<file path="src/rtl/tdm_demux_pkg.sv">
// Shared types and defaults for the TDM demultiplexer.
package tdm_demux_pkg;

    localparam int unsigned DefNumCh  = 4;
    localparam int unsigned DefDataW  = 8;
    localparam int unsigned ErrCntW   = 8;

    typedef enum logic [0:0] {
        StHunt,
        StLocked
    } state_e;

    function automatic int unsigned ch_idx_w(input int unsigned num_ch);
        return (num_ch > 2) ? $clog2(num_ch) : 1;
    endfunction

endpackage

</file>
<file path="src/rtl/tdm_demux_bank.sv">
// Staging registers for channels 0..NUM_CH-2 of the frame being assembled.
module tdm_demux_bank
    import tdm_demux_pkg::*;
#(
    parameter int unsigned NUM_CH = DefNumCh,
    parameter int unsigned DATA_W = DefDataW
) (
    input  logic                            clk_i,
    input  logic                            rst_ni,
    input  logic                            we_i,
    input  logic [ch_idx_w(NUM_CH)-1:0]     idx_i,
    input  logic [DATA_W-1:0]               data_i,
    output logic [(NUM_CH-1)*DATA_W-1:0]    stage_o
);

    localparam int unsigned CH_W = ch_idx_w(NUM_CH);

    logic [DATA_W-1:0] stage_q [NUM_CH-1];
    logic [DATA_W-1:0] stage_d [NUM_CH-1];

    always_comb begin
        for (int i = 0; i < int'(NUM_CH) - 1; i++) begin
            stage_d[i] = stage_q[i];
            if (we_i && (idx_i == CH_W'(i))) begin
                stage_d[i] = data_i;
            end
        end
    end

    always_ff @(posedge clk_i or negedge rst_ni) begin
        if (!rst_ni) begin
            for (int i = 0; i < int'(NUM_CH) - 1; i++) begin
                stage_q[i] <= '0;
            end
        end else begin
            for (int i = 0; i < int'(NUM_CH) - 1; i++) begin
                stage_q[i] <= stage_d[i];
            end
        end
    end

    always_comb begin
        stage_o = '0;
        for (int i = 0; i < int'(NUM_CH) - 1; i++) begin
            stage_o[i*DATA_W +: DATA_W] = stage_q[i];
        end
    end

endmodule

</file>
<file path="src/rtl/tdm_demux.sv">
// TDM demultiplexer: serial samples with SOF marker -> registered parallel frame.
// Optional saturating error counter output err_cnt when TDM_DEMUX_ERRCNT_EN is defined.
module tdm_demux
    import tdm_demux_pkg::*;
#(
    parameter int unsigned NUM_CH = DefNumCh,
    parameter int unsigned DATA_W = DefDataW
) (
    input  logic                          clk,
    input  logic                          rst_n,
    input  logic                          in_valid,
    input  logic                          in_sof,
    input  logic [DATA_W-1:0]             in_data,
    output logic [NUM_CH*DATA_W-1:0]      out_data,
    output logic                          out_valid,
    output logic [ch_idx_w(NUM_CH)-1:0]   ch_idx,
    output logic                          locked,
`ifdef TDM_DEMUX_ERRCNT_EN
    output logic [ErrCntW-1:0]            err_cnt,
`endif
    output logic                          sync_err
);

    localparam int unsigned CH_W = ch_idx_w(NUM_CH);
    localparam logic [CH_W-1:0] LastIdx = CH_W'(NUM_CH - 1);

    state_e                     state_q, state_d;
    logic [CH_W-1:0]            ch_idx_q, ch_idx_d;
    logic [NUM_CH*DATA_W-1:0]   out_data_q, out_data_d;
    logic                       out_valid_q, out_valid_d;
    logic                       sync_err_q, sync_err_d;
    logic                       bank_we;
    logic [CH_W-1:0]            bank_idx;
    logic [(NUM_CH-1)*DATA_W-1:0] stage;

    tdm_demux_bank #(
        .NUM_CH (NUM_CH),
        .DATA_W (DATA_W)
    ) u_bank (
        .clk_i   (clk),
        .rst_ni  (rst_n),
        .we_i    (bank_we),
        .idx_i   (bank_idx),
        .data_i  (in_data),
        .stage_o (stage)
    );

    always_comb begin
        state_d     = state_q;
        ch_idx_d    = ch_idx_q;
        out_data_d  = out_data_q;
        out_valid_d = 1'b0;
        sync_err_d  = 1'b0;
        bank_we     = 1'b0;
        bank_idx    = ch_idx_q;

        if (in_valid) begin
            unique case (state_q)
                StHunt: begin
                    if (in_sof) begin
                        bank_we  = 1'b1;
                        bank_idx = '0;
                        ch_idx_d = CH_W'(1);
                        state_d  = StLocked;
                    end
                end
                StLocked: begin
                    if (in_sof) begin
                        // Early SOF restarts the frame; the partial one is abandoned.
                        bank_we    = 1'b1;
                        bank_idx   = '0;
                        ch_idx_d   = CH_W'(1);
                        sync_err_d = (ch_idx_q != '0);
                    end else if (ch_idx_q == '0) begin
                        sync_err_d = 1'b1;
                        state_d    = StHunt;
                    end else if (ch_idx_q == LastIdx) begin
                        out_data_d  = {in_data, stage};
                        out_valid_d = 1'b1;
                        ch_idx_d    = '0;
                    end else begin
                        bank_we  = 1'b1;
                        ch_idx_d = ch_idx_q + CH_W'(1);
                    end
                end
                default: state_d = StHunt;
            endcase
        end
    end

    always_ff @(posedge clk or negedge rst_n) begin
        if (!rst_n) begin
            state_q     <= StHunt;
            ch_idx_q    <= '0;
            out_data_q  <= '0;
            out_valid_q <= 1'b0;
            sync_err_q  <= 1'b0;
        end else begin
            state_q     <= state_d;
            ch_idx_q    <= ch_idx_d;
            out_data_q  <= out_data_d;
            out_valid_q <= out_valid_d;
            sync_err_q  <= sync_err_d;
        end
    end

`ifdef TDM_DEMUX_ERRCNT_EN
    logic [ErrCntW-1:0] err_cnt_q, err_cnt_d;

    always_comb begin
        err_cnt_d = err_cnt_q;
        if (sync_err_d && (err_cnt_q != '1)) begin
            err_cnt_d = err_cnt_q + ErrCntW'(1);
        end
    end

    always_ff @(posedge clk or negedge rst_n) begin
        if (!rst_n) begin
            err_cnt_q <= '0;
        end else begin
            err_cnt_q <= err_cnt_d;
        end
    end

    assign err_cnt = err_cnt_q;
`endif

    assign out_data  = out_data_q;
    assign out_valid = out_valid_q;
    assign ch_idx    = ch_idx_q;
    assign locked    = (state_q == StLocked);
    assign sync_err  = sync_err_q;

endmodule

</file>
<file path="config.mk">
export PLATFORM = sky130hd
export DESIGN_NAME = tdm_demux
export DESIGN_NICKNAME = d
export VERILOG_FILES = /design/src/rtl/tdm_demux_pkg.sv /design/src/rtl/tdm_demux_bank.sv /design/src/rtl/tdm_demux.sv
export SDC_FILE = /design/constraint.sdc
export NUM_CORES = 1
export LEC_CHECK = 0
export ABC_AREA = 1
export BUFFER_PORTS_ARGS = -buffer_cell sky130_fd_sc_hd__buf_2
export CORE_UTILIZATION = 54
export DETAILED_ROUTE_END_ITERATION = 12
export HOLD_SLACK_MARGIN = 0.05
export PLACE_DENSITY = 0.83
export REMOVE_ABC_BUFFERS = 1
export SYNTH_ARGS = -nofsm -noshare
export SYNTH_HDL_FRONTEND = slang
export SYNTH_SLANG_ARGS = --single-unit
</file>
<file path="constraint.sdc">
create_clock -name clk -period 2.5 [get_ports clk]
set_clock_uncertainty 0.2 [all_clocks]
set_input_delay 0.375 -clock clk [delete_from_list [all_inputs] [get_ports clk]]
set_output_delay 0.375 -clock clk [all_outputs]
set_load 0.02 [all_outputs]
</file>
# --- Yosys cells after proc, flatten, opt, wreduce, memory -nomap -nowiden ---
# Cells that the tools add are included.
totals:
  register_bits: 61
  input_bits: 12
  output_inout_bits: 37
  word_cells: 50
classes:
  add_sub_neg: 1
  eq_ne: 5
  muxes: 25
  bitwise_logic: 3
  reduce_logical: 8
ops:
  columns: ["op", "count"]
  rows:
  - ["two-way mux 1 bit", 16]
  - ["two-way mux 2 bit", 6]
  - ["AND reduction 5 bit", 1]
  - ["equality test 2 bit (second input constant)", 2]
  - ["logical NOT 2 bit", 2]
  - ["one-hot mux 1 bit (2 select lines)", 2]
  - ["one-hot mux 2 bit (2 select lines)", 1]
  - ["logical AND 1 bit", 3]
  - ["inequality test 3 bit (second input constant)", 1]
  - ["NOT 1 bit", 3]
  - ["AND reduction 3 bit", 1]
  - ["adder 2 x 1 -> 2 bit (second input constant)", 1]
  - ["equality test 2 x 1 -> 1 bit (second input constant)", 1]
  - ["inequality test 2 bit (second input constant)", 1]
  - ["nonzero test 2 bit", 1]

# --- Logic depth before layout (Yosys ltp) ---
logic_depth:
  depth_word: 7
  depth_mapped: 9
  ltp_nobuf: 8

# --- Hierarchy ---
# A second synthesis with hierarchy kept.
hier_totals:
  hier_cells: 288
  area_unflattened_um2: 2645.0
modules_own_cells:
  columns: ["module", "instances", "cells_per_inst", "area_per_inst_um2", "seq_area_each_um2"]
  rows:
  - ["tdm_demux", 1, 181, 1597.8, 925.9]
  - ["tdm_demux_bank", 1, 107, 1047.3, 600.6]

# --- Least setup slack after synthesis ---
# No wires, ideal clock.
synth_path:
  path_kind: "flip-flop to flip-flop"
  start: "register ch_idx_q[0] (netlist: ch_idx[0])"
  end: "register u_bank.stage_q (netlist bit u_bank.stage_o[10])"
  setup_ns: 0.118
  arrival_ns: 1.596
  t_required_ns: 2.182
  slack_ns: 0.586
  stages_incl_launch_ff: 8
  n_path_buf: 0
  synth_period_minus_slack_ns: 1.914
  cell_sequence: "dfrtp_1 -> inv_1 -> ha_1 -> inv_1 -> nor2_8 -> nand3_1 -> nand2_1 -> nand2_1"
synth_between:
  elab_chain_cells: 7
  elab_cells_between_ends: 11
  classes_between: "eq/ne (2); mux (7); reduce/logical (2)"
synth_rtl:
  columns: ["element", "line_no", "source"]
  rows:
  - ["start, declared", "tdm_demux.sv:28", "logic [CH_W-1:0] ch_idx_q, ch_idx_d;"]
  - ["start signal, assigned", "tdm_demux.sv:100", "ch_idx_q <= ch_idx_d;"]
  - ["equality test 2 bit", "tdm_demux.sv:77", "end else if (ch_idx_q == LastIdx) begin"]
  - ["two-way mux 1 bit", "tdm_demux.sv:77", null]
  - ["two-way mux 1 bit", "tdm_demux.sv:74", "end else if (ch_idx_q == '0) begin"]
  - ["two-way mux 1 bit", "tdm_demux.sv:68", "if (in_sof) begin"]
  - ["one-hot mux 1 bit (2 select lines)", "tdm_demux.sv:58", "unique case (state_q)"]
  - ["two-way mux 1 bit", "tdm_demux.sv:57", "if (in_valid) begin"]
  - ["logical AND 1 bit *", "tdm_demux_bank.sv:24", "if (we_i && (idx_i == CH_W'(i))) begin"]
  - ["end signal, assigned by index", "tdm_demux_bank.sv:37", "stage_q[i] <= stage_d[i];"]
  - ["end, declared", "tdm_demux_bank.sv:18", "logic [DATA_W-1:0] stage_q [NUM_CH-1];"]
# Every way passes the cells marked *; elsewhere a longest branch is shown, timed or not.
# A chain may end at the register's enable or synchronous reset.

# --- Worst setup path in the final report ---
layout_path:
  start: "register ch_idx_q[1] (netlist: ch_idx[1])"
  end: "register u_bank.stage_q (netlist bit u_bank.stage_o[21])"
# The elaborated chain is that of the path after synthesis.

==> results.ini <==
[worst_setup_path]
critical_path.slowest_cell = dfrtp_1
worstPathCellList = inv_1 > ha_1 > inv_1 > nor2_8 > nand3_1 > nand2_1 > nand2_1
crit_arrival_ps = 2180
rrSetupSlack_ps = 330
startpoint_type = register
end_kind = register
max_stage_delay_ps = 470
crit_type = register to register
cp.required_ps = 2510
cp_max_fo = 18

[clock_network]
htreeDepth = 3
cts_tree = yes
clock-sinks = 61
clockBufferDepth = 2
cts_buffers = 9
post_cts_buffers = 0
clockRootBuffer = clkbuf_8
clk_latency_ps = 320
clk_transition_reported_paths_ps = 60

[detailed_routing]
vias = 2077
remaining_drc_errors = 0
wirelength_mm = 5.32
drtAntennaViolNets = 0
routedWlPerCell_um = 13.5
via_per_inst = 5.27
drt_iter0_drc = 151
drt-pass1-iter-count = 5

[die]
fp.dieH_um = 70.4
core_um2 = 4410
num_rows = 24
die_x_um = 70.4
ioPinCount = 49
start_util_pct = 57.3
dieArea_um2 = 4960

[sta]
fin_crit_sh_pct = 86.6
setup_violations = 0
rsz0062_at_grt = false
timing.setup.tns_ps = 0
period_minus_slack_ps = 2170
hold_violations = 0
slew_headroom_pct = 55.5
max_freq_mhz = 462
slew_viol_final = 0
worst_pin_slew_ps = 666

[layout]
drive_above_1_share_pct = 20.8
stdcell_count = 394
finalNetCount = 354
syn2layout_area_growth_pct = 19.8
fillers = 369
antenna_cells = 0

[power]
p_per_area_nw_per_um2 = 1120
irDropWorstVdd_v = 0.000693
p_leak_nw = 1.78

[global_routing]
grt.total_usage_pct = 23.8
grt_remaining_overflow = 0
antenna_found_initial = 0
grt_pass1_wl_mm = 8.91
grt_pass1_vias = 1956
grt_max_degree = 62

[synthesis]
ys_ff_latch = 61
netlist_area_um2 = 2530
postSynthAreaPerCell_um2 = 8.93
ys_seq_area_share_pct = 60.4
ys_warn_count = 0
syn_inst = 283
synth_cell_types = 14

[hold_path]
worst_hold_path_type = input pin to register

[status]
outcome = complete, no violations

[placement]
place_inst = 377
dpl.hpwl_mm = 3.47
portBuffers = 48
routabilityCongestion = 0.879

[flow_run]
max_cap_viol_count = 0

[repair_timing]
item                                   in CTS  in global routing
resized for setup                           0                  0
hold buffers                                1                  0
endpoints found under the hold margin      61                  0
[cell usage in the layout, fill, tap and decap left out]
| cell | instances |
|---|---|
| buf_12 | 1 |
| buf_2 | 48 |
| buf_4 | 4 |
| bufinv_16 | 1 |
| clkbuf_1 | 1 |
| clkbuf_8 | 10 |
| clkinv_2 | 4 |
| dfrtp_1 | 61 |
| dlygate4sd3_1 | 1 |
| ha_1 | 5 |
| inv_1 | 8 |
| nand2_1 | 123 |
| nand3_1 | 29 |
| nor2_1 | 8 |
| nor2_4 | 1 |
| nor2_8 | 1 |
| o21ai_0 | 35 |
| o21ai_2 | 1 |
[path summary, 6_finish.rpt]
path                                                from  cells past startpoint                        endpoint
hold reg to reg            u_bank.stage_o[6]$_DFFE_PN0P_                      2   u_bank.stage_o[6]$_DFFE_PN0P_
setup reg to reg                   ch_idx[1]$_DFFE_PN0P_                      7  u_bank.stage_o[21]$_DFFE_PN0P_
min in group asynchronous                          rst_n                      3        out_data[15]$_DFFE_PN0P_
setup / recovery                   ch_idx[1]$_DFFE_PN0P_                      7  u_bank.stage_o[21]$_DFFE_PN0P_
max in group asynchronous                          rst_n                      3              locked$_DFFE_PN0P_
hold / removal                                  in_valid                      2              locked$_DFFE_PN0P_
[registers in the layout, indices dropped and copies added, names as in the netlist]
name	count
ch_idx	2
locked	1
out_data	32
out_valid	1
sync_err	1
u_bank.stage_o	24
[cells by family after synthesis]
kind of cell | share of synthesized area (%)
and+or+nand+nor | 26.4
DFF | 60.4
AOI/OAI and AO/OA | 7.28
buffers and inverters | 3.42
adders and majority gates | 2.48
[Yosys cell counts]
master | number | area (µm²)
buf_2 | 3 | 15.0
buf_4 | 1 | 7.51
buf_6 | 1 | 11.3
clkbuf_1 | 6 | 22.5
dfrtp_1 | 61 | 1530
ha_1 | 5 | 62.6
inv_1 | 8 | 30.0
nand2_1 | 123 | 462
nand3_1 | 29 | 145
nor2_1 | 8 | 30.0
nor2_4 | 1 | 11.3
nor2_8 | 1 | 20.0
o21ai_0 | 35 | 175
o21ai_2 | 1 | 8.76
[worst max-delay path: cells and delay by family (launching register included)]
family / cells / cell delay (ps)
and+or+nand+nor: 4 / 780
DFF: 1 / 470
adders and majority gates: 1 / 350
buffers and inverters: 2 / 250
[power breakdown]
part,internal (W),switching (W)
clock,0.000481,0.000361
sequential,0.00131,0.000170
combinational,0.000339,0.000740
total,0.00213,0.00127
[stage by stage]
stage | cell area [µm²] | hold WS (ps) | util [%] | setup WS, ps | power, W
final | 3030 | 72.3 | 68.6 | 334 | 0.00340
after global routing | 3030 | 57.1 | 68.6 | 143 | 0.00363
after CTS | 3030 | 61.2 | 68.6 | 328 | 0.00342
after detailed placement | 2830 | 209 | 64.0 | 355 | 0.00257
after global placement | 2830 | 206 | 64.0 | 474 | 0.00253
after floorplan | 2470 | -121 | - | 147 | 0.00218
[final cells by class]
type                       instances  area, µm²  share of cell area [%]
timing repair buffer              54        300                    9.92
clock buffer                      11        141                    4.67
clock inverter                     5       50.0                    1.65
sequential                        61       1530                    50.4
multi-input combinational        203        915                    30.2
tap                               52       65.1                    2.15
inverter                           8       30.0                   0.992
[routing by layer]
layer / vias to the layer above / GRT usage, % / wire length [µm]
li1: 1017 / - / -
met1: 980 / 32.2 / 2410
met2: 76 / 36.6 / 2510
met3: 4 / 6.78 / 358
met4: 0 / 8.89 / 43
met5: - / 0 / 0
(Power assumes the default switching activity.)
